===== config.mk =====
export PLATFORM = sky130hd
export DESIGN_NAME = cronometro_ctrl
export DESIGN_NICKNAME = d
export VERILOG_FILES = /design/src/rtl/cronometro_ctrl.sv
export SDC_FILE = /design/constraint.sdc
export NUM_CORES = 1
export LEC_CHECK = 0
export ABC_AREA = 1
export ABC_CLOCK_PERIOD_IN_PS = 2600
export BUFFER_PORTS_ARGS = -buffer_cell sky130_fd_sc_hd__buf_2
export CORE_ASPECT_RATIO = 1.1
export CORE_UTILIZATION = 30
export DETAILED_ROUTE_END_ITERATION = 10
export HOLD_SLACK_MARGIN = 0.06
export PLACE_DENSITY = 0.55
export SYNTH_ARGS = -nofsm -noshare
export SYNTH_HDL_FRONTEND = slang
export SYNTH_SLANG_ARGS = --single-unit

===== constraint.sdc =====
create_clock -name clk -period 2.6 [get_ports clk]
set_input_delay 0.52 -clock clk [delete_from_list [all_inputs] [get_ports clk]]
set_output_delay 0.52 -clock clk [all_outputs]
set_load 0.02 [all_outputs]

===== src/rtl/cronometro_ctrl.sv =====
// Stopwatch control unit: button conditioning, RESET/COUNT/PAUSE/STOP sequencing, count tick prescaler.
// Optional CRONO_WRAP_EN: overflow clears the counter and keeps counting instead of stopping.

module cronometro_deb #(
    parameter int DEB_CYCLES = 250000
) (
    input  logic clk,
    input  logic rst_n,
    input  logic btn_n,
    output logic press
);
    localparam int CW = (DEB_CYCLES < 2) ? 1 : $clog2(DEB_CYCLES + 1);

    logic          s1, s2, acc;
    logic [CW-1:0] cnt;

    always_ff @(posedge clk or negedge rst_n) begin
        if (!rst_n) begin
            s1    <= 1'b1;
            s2    <= 1'b1;
            acc   <= 1'b1;
            cnt   <= '0;
            press <= 1'b0;
        end else begin
            s1    <= btn_n;
            s2    <= s1;
            press <= 1'b0;
            if (s2 == acc) begin
                cnt <= '0;
            end else if (cnt == CW'(DEB_CYCLES - 1)) begin
                // accepted level flips; only released->pressed produces an event
                acc   <= s2;
                cnt   <= '0;
                press <= acc;
            end else begin
                cnt <= cnt + 1'b1;
            end
        end
    end
endmodule

module cronometro_ctrl #(
    parameter int DEB_CYCLES = 250000,
    parameter int TICK_DIV   = 500000
) (
    input  logic       clk,
    input  logic       rst_n,
    input  logic       btn1_n,
    input  logic       btn2_n,
    input  logic       btn3_n,
    input  logic       btn4_n,
    input  logic       at_max,
    output logic       tick_en,
    output logic       clr,
    output logic       hold,
    output logic [1:0] state
`ifdef CRONO_WRAP_EN
    ,
    output logic       wrap
`endif
);
    localparam int PW = $clog2(TICK_DIV);

    typedef enum logic [1:0] {S_RESET = 2'd0, S_COUNT = 2'd1, S_PAUSE = 2'd2, S_STOP = 2'd3} state_t;

    logic [3:0]    btn_n, ev, win;
    state_t        st, st_n;
    logic [PW-1:0] presc, presc_n;
    logic          tick_n, clr_n, run, due;
`ifdef CRONO_WRAP_EN
    logic          wrap_n;
`endif

    assign btn_n = {btn4_n, btn3_n, btn2_n, btn1_n};

    for (genvar i = 0; i < 4; i++) begin : g_deb
        cronometro_deb #(.DEB_CYCLES(DEB_CYCLES)) u_deb (
            .clk   (clk),
            .rst_n (rst_n),
            .btn_n (btn_n[i]),
            .press (ev[i])
        );
    end

    always_comb begin
        st_n    = st;
        presc_n = presc;
        tick_n  = 1'b0;
        clr_n   = 1'b0;
`ifdef CRONO_WRAP_EN
        wrap_n  = 1'b0;
`endif
        win = 4'b0000;
        if      (ev[3]) win[3] = 1'b1;
        else if (ev[2]) win[2] = 1'b1;
        else if (ev[1]) win[1] = 1'b1;
        else if (ev[0]) win[0] = 1'b1;

        run = (st == S_COUNT) || (st == S_PAUSE);
        due = run && (presc == PW'(TICK_DIV - 1));
        if (run) presc_n = due ? '0 : presc + 1'b1;

        if (due) begin
            if (!at_max) begin
                tick_n = 1'b1;
            end else begin
`ifdef CRONO_WRAP_EN
                clr_n  = 1'b1;
                wrap_n = 1'b1;
`else
                st_n   = S_STOP;
`endif
            end
        end

        // a due tick is already scheduled above; the button transition lands on the same edge
        case (st)
            S_RESET: if (win[0]) begin st_n = S_COUNT; presc_n = '0; end
            S_COUNT: begin
                if      (win[3]) st_n = S_RESET;
                else if (win[2]) st_n = S_STOP;
                else if (win[1]) st_n = S_PAUSE;
            end
            S_PAUSE: begin
                if      (win[3]) st_n = S_RESET;
                else if (win[2]) st_n = S_STOP;
                else if (win[0]) st_n = S_COUNT;
            end
            S_STOP: begin
                if      (win[3]) st_n = S_RESET;
                else if (win[0]) st_n = S_COUNT;
            end
            default: st_n = S_RESET;
        endcase

        if (st_n == S_RESET && st != S_RESET) begin
            clr_n   = 1'b1;
            presc_n = '0;
        end
    end

    always_ff @(posedge clk or negedge rst_n) begin
        if (!rst_n) begin
            st      <= S_RESET;
            presc   <= '0;
            tick_en <= 1'b0;
            clr     <= 1'b1;
            hold    <= 1'b0;
`ifdef CRONO_WRAP_EN
            wrap    <= 1'b0;
`endif
        end else begin
            st      <= st_n;
            presc   <= presc_n;
            tick_en <= tick_n;
            clr     <= clr_n;
            hold    <= (st_n == S_PAUSE);
`ifdef CRONO_WRAP_EN
            wrap    <= wrap_n;
`endif
        end
    end

    assign state = st;
endmodule


==> flow_summary.yaml, run 1 <==
route:
  ant_nets: 0
  first_iter_violations: 242
  drt-pass1-iter-count: 4
  drc: 0
  totalWireLength_um: 10900
  num_vias: 4268
  wl_per_cell_um: 11.7
  routed_via_density: 4.55
setup_path:
  criticalPathCategory: "flop to flop"
  required_ns: 2.83
  cp.arrival_ns: 2.49
  critPathLaunchType: "flop"
  crit_fanout: 20
  endpoint_kind: "flop"
floorplan:
  io_pins: 12
  start_util_pct: 30.7
  core_mm2: 0.0192
  rows: 53
  die_h_um: 149
  die-width_um: 135
  die_area_mm2: 0.0202
min_path:
  hold_class: "input port to asynchronous set/reset pin"
placement:
  post-place-ws_ns: 0.339
  hpwl_um: 7730
  port_buffers: 11
  gp_congestion: 0.822
yosys:
  ys_seq_area_share_pct: 48.0
  netlist.area_leader.share_pct: 42.2
  synthDistinctLibCells: 41
  yosys.area.top_type: "dfrtp_1"
  synthCells: 665
  synthFlopType: "dfrtp_1"
  yosysWarnings: 0
  ys_ff_latch: 112
  synthTopCellsByArea: "dfrtp_1 (42%), nand2_1 (6.3%), dfstp_2 (5.8%)"
  synthArstFlopShare_pct: 100
  syn-num-nets: 682
  synth_edf_count: 0
  syn_area_mm2: 0.00588
  avgSynthCellArea_um2: 8.84
grt:
  grt_use_total_pct: 12.4
  grt_pass1_vias: 4335
  grtUsageMet3_pct: 3.53
  gr-usage-met1_pct: 16.0
  grt.busiest_layer: "met2"
  grt.overflow.total: 0
  antenna_found_initial: 0
  grt_first_pass_wirelength_um: 20100
  use_met2_pct: 19.9
  grt_max_degree: 113
clock_network:
  cts_root_buf: "clkbuf_16"
  clkLatencyLatePin_ns: 0.36
  clk_pin_slew_ns: 0.08
  cts_tree: "yes"
  clock_sinks: 112
  htreeDepth: 3
  numCtsBuffers: 9
  cts_setup_buffers: 0
  cts-resized-gates: 0
  hold_buffers: 0
  cts_buffer_depth: 2
sta:
  tightest_slew_ns: 0.646
  setup_ws_ns: 0.342
  rsz0062_at_grt: "false"
  finalSetupViolCount: 0
  slew_violations: 0
  fin_crit_sh_pct: 86.8
  final.setup.tns_ns: 0
  min_period_ns: 2.26
  relSlewSlack_pct: 56.9
  finalHoldViolations: 0
  clock.fmax_mhz: 443
  finClkSkew_ns: 0.0113
run:
  drv_cap: 0
layout:
  finalNetCount: 703
  fin_util_pct: 34.1
  layout-drive-gt1-share_pct: 17.1
  diodes: 0
  area_growth_pct: 11.2
power_and_ir_drop:
  power.density_mw_per_mm2: 498
  power_mw: 3.25
  leakage_nw: 2.85
  ir_drop_mv: 0.288
run_status:
  status: "completed"
==> routing by layer <==
layer | share of wire (%) | vias up
met1 | 50 | 2007
met2 | 46 | 37
li1 | - | 2211
met3 | 3.5 | 13
met4 | 1.4 | 0
met5 | 0 | -
==> where the power goes <==
group | total (mW) | switching (mW) | leakage (nW) | internal, mW
clock network | 1.38 | 0.699 | 0.139 | 0.680
registers | 1.78 | 0.0136 | 1.49 | 1.77
logic | 0.0956 | 0.0692 | 1.23 | 0.0264
total | 3.25 | 0.782 | 2.85 | 2.47
==> cell usage after synthesis, types with 4 or more instances <==
master / count
inv_1: 77
nand2_1: 98
nor3b_1: 7
dfrtp_1: 99
a21oi_1: 25
nor2_1: 84
nor3_2: 6
nand2_2: 8
a21oi_2: 19
buf_6: 4
ha_1: 10
nand4_1: 20
o21ai_0: 9
and3_1: 6
nor2_4: 7
nor2_2: 6
xnor2_1: 10
mux2i_1: 4
xor2_1: 26
nor3_1: 29
nand3_2: 6
inv_2: 11
a31oi_1: 5
nand3_1: 41
dfstp_2: 13
and3b_1: 4
or2_2: 4
==> registers in the layout, summed over array words and instances (netlist names) <==
signal and flops:
state 2, tick_en 1, g_deb.u_deb.s1 4, g_deb.u_deb.acc 4
presc 19, hold 1, clr 1, g_deb.u_deb.press 4
g_deb.u_deb.cnt 72, g_deb.u_deb.s2 4
==> critical path: stages (launching register included) <==
cell,delay [ns]
dfrtp_1,0.40
inv_1,0.13
ha_1,0.41
nand2_1,0.12
inv_2,0.05
nand2_2,0.08
nor2_4,0.04
nand3_2,0.09
nand3_1,0.07
a21oi_1,0.18
nand2_2,0.09
nand2_2,0.06
buf_4,0.32
a21oi_2,0.09
==> final timing paths <==
path	startpoint	endpoint	slack (ns)	cells past startpoint
min in group clk	btn1_n	g_deb[0].u_deb.s1	0.25	1
setup reg to reg	state[0]	presc[1]	0.34	13
max in group asynchronous	rst_n	g_deb[0].u_deb.cnt[7]	1.88	2
setup / recovery	state[0]	presc[1]	0.34	13
hold reg to reg	g_deb[3].u_deb.s1	g_deb[3].u_deb.s2	0.36	0
hold / removal	rst_n	g_deb[1].u_deb.cnt[8]	0.21	2
==> cells in the final DEF, fill, tap and decap left out, drive strengths merged, types with 5 or more instances in the layout <==
| cell type | n |
|---|---|
| a31oi | 5 |
| nor2 | 97 |
| dfrtp | 99 |
| nor3b | 7 |
| nor3 | 38 |
| o21ai | 11 |
| clkbuf | 9 |
| nor4 | 6 |
| a21oi | 44 |
| nand3 | 47 |
| ha | 10 |
| dfstp | 13 |
| nand4 | 20 |
| inv | 92 |
| xor2 | 26 |
| nand2 | 106 |
| xnor2 | 10 |
| and3 | 6 |
| buf | 16 |
==> per-stage QoR <==
stage / std cells / cell area, um2 / hold slack, ns
floorplan: 665 / 5880 / 0.224
global placement: 922 / 6240 / 0.346
detailed placement: 922 / 6240 / 0.349
CTS: 938 / 6530 / 0.229
global route: 938 / 6530 / 0.230
finish: 938 / 6530 / 0.206
==> area by class of cell <==
cell class	count	area (um2)
inverters	91	342
well taps	247	309
clock inverters	7	71.3
clock buffers	9	225
flip-flops and latches	112	2820
multi-input cells	456	2660
fillers	1936	12600
repair buffers	16	108
==> cells by family (layout without fill, tap and decap cells) <==
kind of cell,count (synthesis),after routing,share of synthesized area [%]
flops,112,112,48.0
xor+xnor,36,36,5.37
mux,4,4,0.681
fa+ha+maj,10,10,2.13
buf+inv,97,123,6.75
simple gates,337,337,29.5
compound gates,69,69,7.60
(Power assumes the default switching activity.)
==> run 2: changes to the inputs <==
==> constraint.sdc (replaced) <==
create_clock -name clk -period 2.6 [get_ports clk]
set_input_delay 0.78 -clock clk [delete_from_list [all_inputs] [get_ports clk]]
set_output_delay 0.78 -clock clk [all_outputs]
set_load 0.02 [all_outputs]
==> run 2 against run 1 <==
  * Sequential cell count is the same
  * First-iteration DRC count down 23%
  * Global-route usage is essentially flat
  * Critical path depth down 4
  * Fmax decreased by 0.69%
  * Sequential share of layout area decreased by 0.058 points
  * Worst hold slack improved by 0.15 ns
  * Design area grew 0.13%
  * Final cell count fell by 0.11%
  * Total power down 1.4%
  * Wire length grew 1.6%
  * Utilization about the same
==> flow_summary.yaml, run 2 (same netlist as run 1, synthesis figures left out) <==
run_status:
  status: "completed"
setup_path:
  crit_fanout: 17
  crit_buf_inv: 2
  endpoint_kind: "flop"
  cpMaxStageDelayCell: "nor2_2"
  cp.arrival_ns: 2.56
  crit_family: "simple AND/OR/NAND/NOR gates"
  cp_slowest_stage_delay_ns: 0.56
  critPathLaunchType: "flop"
  criticalPathCategory: "flop to flop"
  required_ns: 2.89
  path_cells: "inv_1 > ha_1 > nand2_1 > inv_2 > nand4_1 > nor2_1 > nor2_2 > o211ai_1 > a21oi_2"
sta:
  min_period_ns: 2.27
  finalSetupViolCount: 0
  setup_ws_ns: 0.327
  slew_violations: 0
  final.setup.tns_ns: 0
  fin_hold_ws_ns: 0.360
  fin_crit_sh_pct: 87.4
  finalHoldViolations: 0
  tightest_slew_ns: 0.727
  clock.fmax_mhz: 440
  relSlewSlack_pct: 51.5
  rsz0062_at_grt: "false"
  finClkSkew_ns: 0.00571
layout:
  fin_util_pct: 34.1
  top_regs: "g_deb.u_deb.cnt x72, presc x19"
  layout_commonest_cell: "dfrtp_1"
  design_area_mm2: 0.00654
  top_register: "g_deb.u_deb.cnt"
  diodes: 0
  finalNetCount: 703
  largest_register_ffs: 72
  mostFrequentLayoutCells: "dfrtp_1 (99), nand2_1 (98), nor2_1 (84)"
  area_growth_pct: 11.4
  layout-drive-gt1-share_pct: 17.0
  fin_cells: 937
grt:
  grt_use_total_pct: 12.4
  grt_pass1_vias: 4212
  grt_first_pass_wirelength_um: 19700
  grt.overflow.total: 0
  antenna_found_initial: 0
  grt_max_degree: 43
power_and_ir_drop:
  power_mw: 3.21
  p_seq_share_pct: 55.5
  swShare_pct: 22.7
  p_comb_share_pct: 3.1
  power.density_mw_per_mm2: 490
  p_clk_share_pct: 41.4
  internal_power_mw: 2.48
  p_sw_mw: 0.730
  leakage_nw: 2.86
  ir_drop_mv: 0.323
clock_network:
  htreeDepth: 3
  clkLatencyLatePin_ns: 0.35
  numCtsBuffers: 9
  cts_root_buf: "clkbuf_16"
  hold_buffers: 0
  clock_sinks: 112
  cts_tree: "yes"
  clk_pin_slew_ns: 0.07
  cts_buffer_depth: 2
  cts-resized-gates: 0
  cts_setup_buffers: 0
route:
  totalWireLength_um: 11100
  routed_via_density: 4.55
  first_iter_violations: 186
  wl_per_cell_um: 11.9
  num_vias: 4260
  ant_nets: 0
  drc: 0
  drt-pass1-iter-count: 4
floorplan:
  start_util_pct: 30.7
  die_area_mm2: 0.0202
  die_h_um: 149
  io_pins: 12
  core_mm2: 0.0192
  die-width_um: 135
  rows: 53
placement:
  post-place-ws_ns: 0.331
  port_buffers: 11
  placed_cell_area_mm2: 0.00626
  hpwl_um: 8140
  gp_congestion: 0.824
  dp_cells: 922
run:
  drv_cap: 0
min_path:
  hold_class: "flop to flop"
-- run 2: metal layers --
layer | wire length (um) | vias up | global-route usage, % | part of all wire, %
li1 | - | 2215 | - | -
met1 | 5250 | 1997 | 16.1 | 47
met2 | 5310 | 39 | 19.9 | 48
met3 | 430 | 9 | 3.47 | 3.9
met4 | 113 | 0 | 3.65 | 1.0
met5 | 0 | - | 0 | 0
-- run 2: worst register-to-register path: stages (launching register included) --
cell and delay [ns]:
dfrtp_1 0.40, inv_1 0.13, ha_1 0.41, nand2_1 0.12, inv_2 0.05, nand4_1 0.11
nor2_1 0.09, nor2_2 0.56, o211ai_1 0.21, a21oi_2 0.14
-- run 2: final timing paths --
kind | startpoint | end | slack, ns | cells after the start
worst min register to register | g_deb[2].u_deb.s1 | g_deb[2].u_deb.s2 | 0.36 | 0
worst max register to register | state[0] | presc[11] | 0.33 | 9
worst min-delay path | g_deb[2].u_deb.s1 | g_deb[2].u_deb.s2 | 0.36 | 0
min in group asynchronous | rst_n | presc[10] | 0.40 | 1
worst max-delay path | state[0] | presc[11] | 0.33 | 9
max in group asynchronous | rst_n | g_deb[3].u_deb.acc | 1.54 | 2
-- run 2: final cells by class --
type                    count  area (um2)
well taps                 247         309
clock inverters             5        41.3
clock buffers              10         239
repair buffers             16         133
fillers                  1959       12600
flip-flops and latches    112        2820
multi-input cells         456        2660
inverters                  91         342
-- run 2: power by group through the flow --
stage	clock network [mW]	registers [mW]	logic [mW]
2_1_floorplan	0	1.81	0.0442
3_3_place_gp	0	1.81	0.105
3_5_place_dp	0	1.82	0.106
4_1_cts	1.39	1.78	0.106
5_1_grt	1.44	1.78	0.119
6_report	1.33	1.78	0.0994
==> run 3: changes to the inputs <==
--- a/config.mk
+++ b/config.mk
@@ -9,10 +9,10 @@
 export ABC_CLOCK_PERIOD_IN_PS = 2600
 export BUFFER_PORTS_ARGS = -buffer_cell sky130_fd_sc_hd__buf_2
 export CORE_ASPECT_RATIO = 1.1
-export CORE_UTILIZATION = 30
+export CORE_UTILIZATION = 45
 export DETAILED_ROUTE_END_ITERATION = 10
 export HOLD_SLACK_MARGIN = 0.06
-export PLACE_DENSITY = 0.55
+export PLACE_DENSITY = 0.71
 export SYNTH_ARGS = -nofsm -noshare
 export SYNTH_HDL_FRONTEND = slang
 export SYNTH_SLANG_ARGS = --single-unit
==> run 3 against run 2 <==
  * The flow now finishes with violations (DRC)
  * Sequential cell count unchanged
  * Total power decreased by 1.8%
  * Wire length decreased by 2.1%
  * Largest power group unchanged
  * Highest routed layer unchanged
==> flow_summary.yaml, run 3 (same netlist as run 1, synthesis figures left out) <==
run_status:
  status: "finished, violations left"
  violations: "DRC"
setup_path:
  reg2reg_from: "state[0]"
  criticalPathCategory: "flop to flop"
  cp.arrival_ns: 2.43
  reg2regPathDepth: 13
  crit_fanout: 12
  endpoint_kind: "flop"
  r2r-end: "clr"
  required_ns: 2.88
  critPathLaunchType: "flop"
  rrSetupSlack_ns: 0.45
route:
  first_iter_violations: 242
  drc: 4
  ant_nets: 0
  drt-pass1-iter-count: 7
  num_vias: 4370
  totalWireLength_um: 10900
  wl_per_cell_um: 12.8
  routed_via_density: 5.14
sta:
  finalHoldViolations: 0
  tightest_slew_ns: 0.515
  setup_ws_ns: 0.447
  finClkSkew_ns: 0.0102
  min_period_ns: 2.15
  fin_crit_sh_pct: 82.8
  fin_hold_ws_ns: 0.351
  clock.fmax_mhz: 465
  finalSetupViolCount: 0
  final.setup.tns_ns: 0
  slew_violations: 0
  rsz0062_at_grt: "false"
  relSlewSlack_pct: 65.7
placement:
  hpwl_um: 8030
  placed_cell_area_mm2: 0.00616
  port_buffers: 11
  gp_congestion: 0.868
  post-place-ws_ns: 0.492
layout:
  top_register: "g_deb.u_deb.cnt"
  layout-drive-gt1-share_pct: 17.3
  largest_register_ffs: 72
  finalNetCount: 706
  top_regs: "g_deb.u_deb.cnt x72, presc x19"
  diodes: 0
  n_fill_cell: 1178
  design_area_mm2: 0.00642
  layout_commonest_cell: "dfrtp_1"
  mostFrequentLayoutCells: "dfrtp_1 (99), nand2_1 (98), nor2_1 (84)"
  area_growth_pct: 9.35
floorplan:
  start_util_pct: 46.3
  die_area_mm2: 0.0135
  die-width_um: 111
  io_pins: 12
  die_h_um: 122
  rows: 43
  core_mm2: 0.0127
grt:
  grt_pass1_vias: 4411
  grt.overflow.total: 0
  antenna_found_initial: 0
  grt_max_degree: 44
  grt_use_total_pct: 17.7
  grt_first_pass_wirelength_um: 19300
power_and_ir_drop:
  power.density_mw_per_mm2: 491
  leakage_nw: 2.87
  ir_drop_mv: 0.330
clock_network:
  htreeDepth: 3
  clkLatencyLatePin_ns: 0.36
  clock_sinks: 112
  cts_tree: "yes"
  clk_pin_slew_ns: 0.07
  hold_buffers: 0
  cts_setup_buffers: 0
  cts-resized-gates: 0
  cts_root_buf: "clkbuf_16"
  cts_buffer_depth: 2
  numCtsBuffers: 9
run:
  drv_cap: 0
min_path:
  worstHoldPathCells: 0
  worstHoldEndpoint: "g_deb[1].u_deb.s2"
  hold_class: "flop to flop"
  worstHoldStart: "g_deb[1].u_deb.s1"
[run 3: changes by cell type in the layout (fill, tap and decap cells not counted), sizes merged]
cell / change
clkinv: +2
inv: -1
buf: +3
[run 3: worst max-delay path: stages (launching register included)]
cell	delay, ns
dfrtp_1	0.40
inv_1	0.14
ha_1	0.42
nand2_1	0.12
inv_2	0.05
nand2_2	0.08
nor2_4	0.04
nand3_2	0.09
nand2_1	0.06
nand2_1	0.07
nand2_2	0.08
nor2_4	0.09
buf_4	0.24
a21boi_1	0.20
[run 3: layout make-up]
class / instances / area [um2] / area share, %
clock buffer: 10 / 229 / 3.56
clock inverter: 6 / 36.3 / 0.565
inverter: 91 / 342 / 5.32
multi-input combinational: 456 / 2660 / 41.4
sequential: 112 / 2820 / 43.9
tap: 157 / 196 / 3.06
timing repair buffer: 19 / 143 / 2.22
[run 3: worst max path at each step]
stage / start / end / slack (ns) / cells after the start
3_3_place_gp: state[0] / clr / 0.55 / 13
3_5_place_dp: state[0] / clr / 0.49 / 13
4_1_cts: state[0] / clr / 0.46 / 13
2_1_floorplan: state[0] / presc[11] / 0.57 / 13
5_1_grt: state[0] / clr / 0.25 / 13
6_report: state[0] / clr / 0.45 / 13
[run 3: metrics by stage]
step / power (mW) / std cells / util (%)
floorplan: 1.86 / 665 / -
global placement: 1.91 / 835 / 48.5
detailed placement: 1.92 / 835 / 48.5
CTS: 3.20 / 851 / 50.6
global route: 3.27 / 851 / 50.6
finish: 3.15 / 851 / 50.6
[run 3: report_power, final]
part | switching (mW) | total, mW | internal, mW
clock | 0.624 | 1.27 | 0.647
sequential | 0.0141 | 1.78 | 1.77
combinational | 0.0697 | 0.0980 | 0.0283
total | 0.708 | 3.15 | 2.44
[run 3: routing by layer]
| layer | up-vias | GRT usage [%] | share of wire (%) |
|---|---|---|---|
| met2 | 53 | 31.2 | 49 |
| li1 | 2218 | - | - |
| met4 | 0 | 7.79 | 1.7 |
| met5 | - | 0 | 0 |
| met3 | 13 | 3.08 | 2.3 |
| met1 | 2086 | 21.4 | 47 |
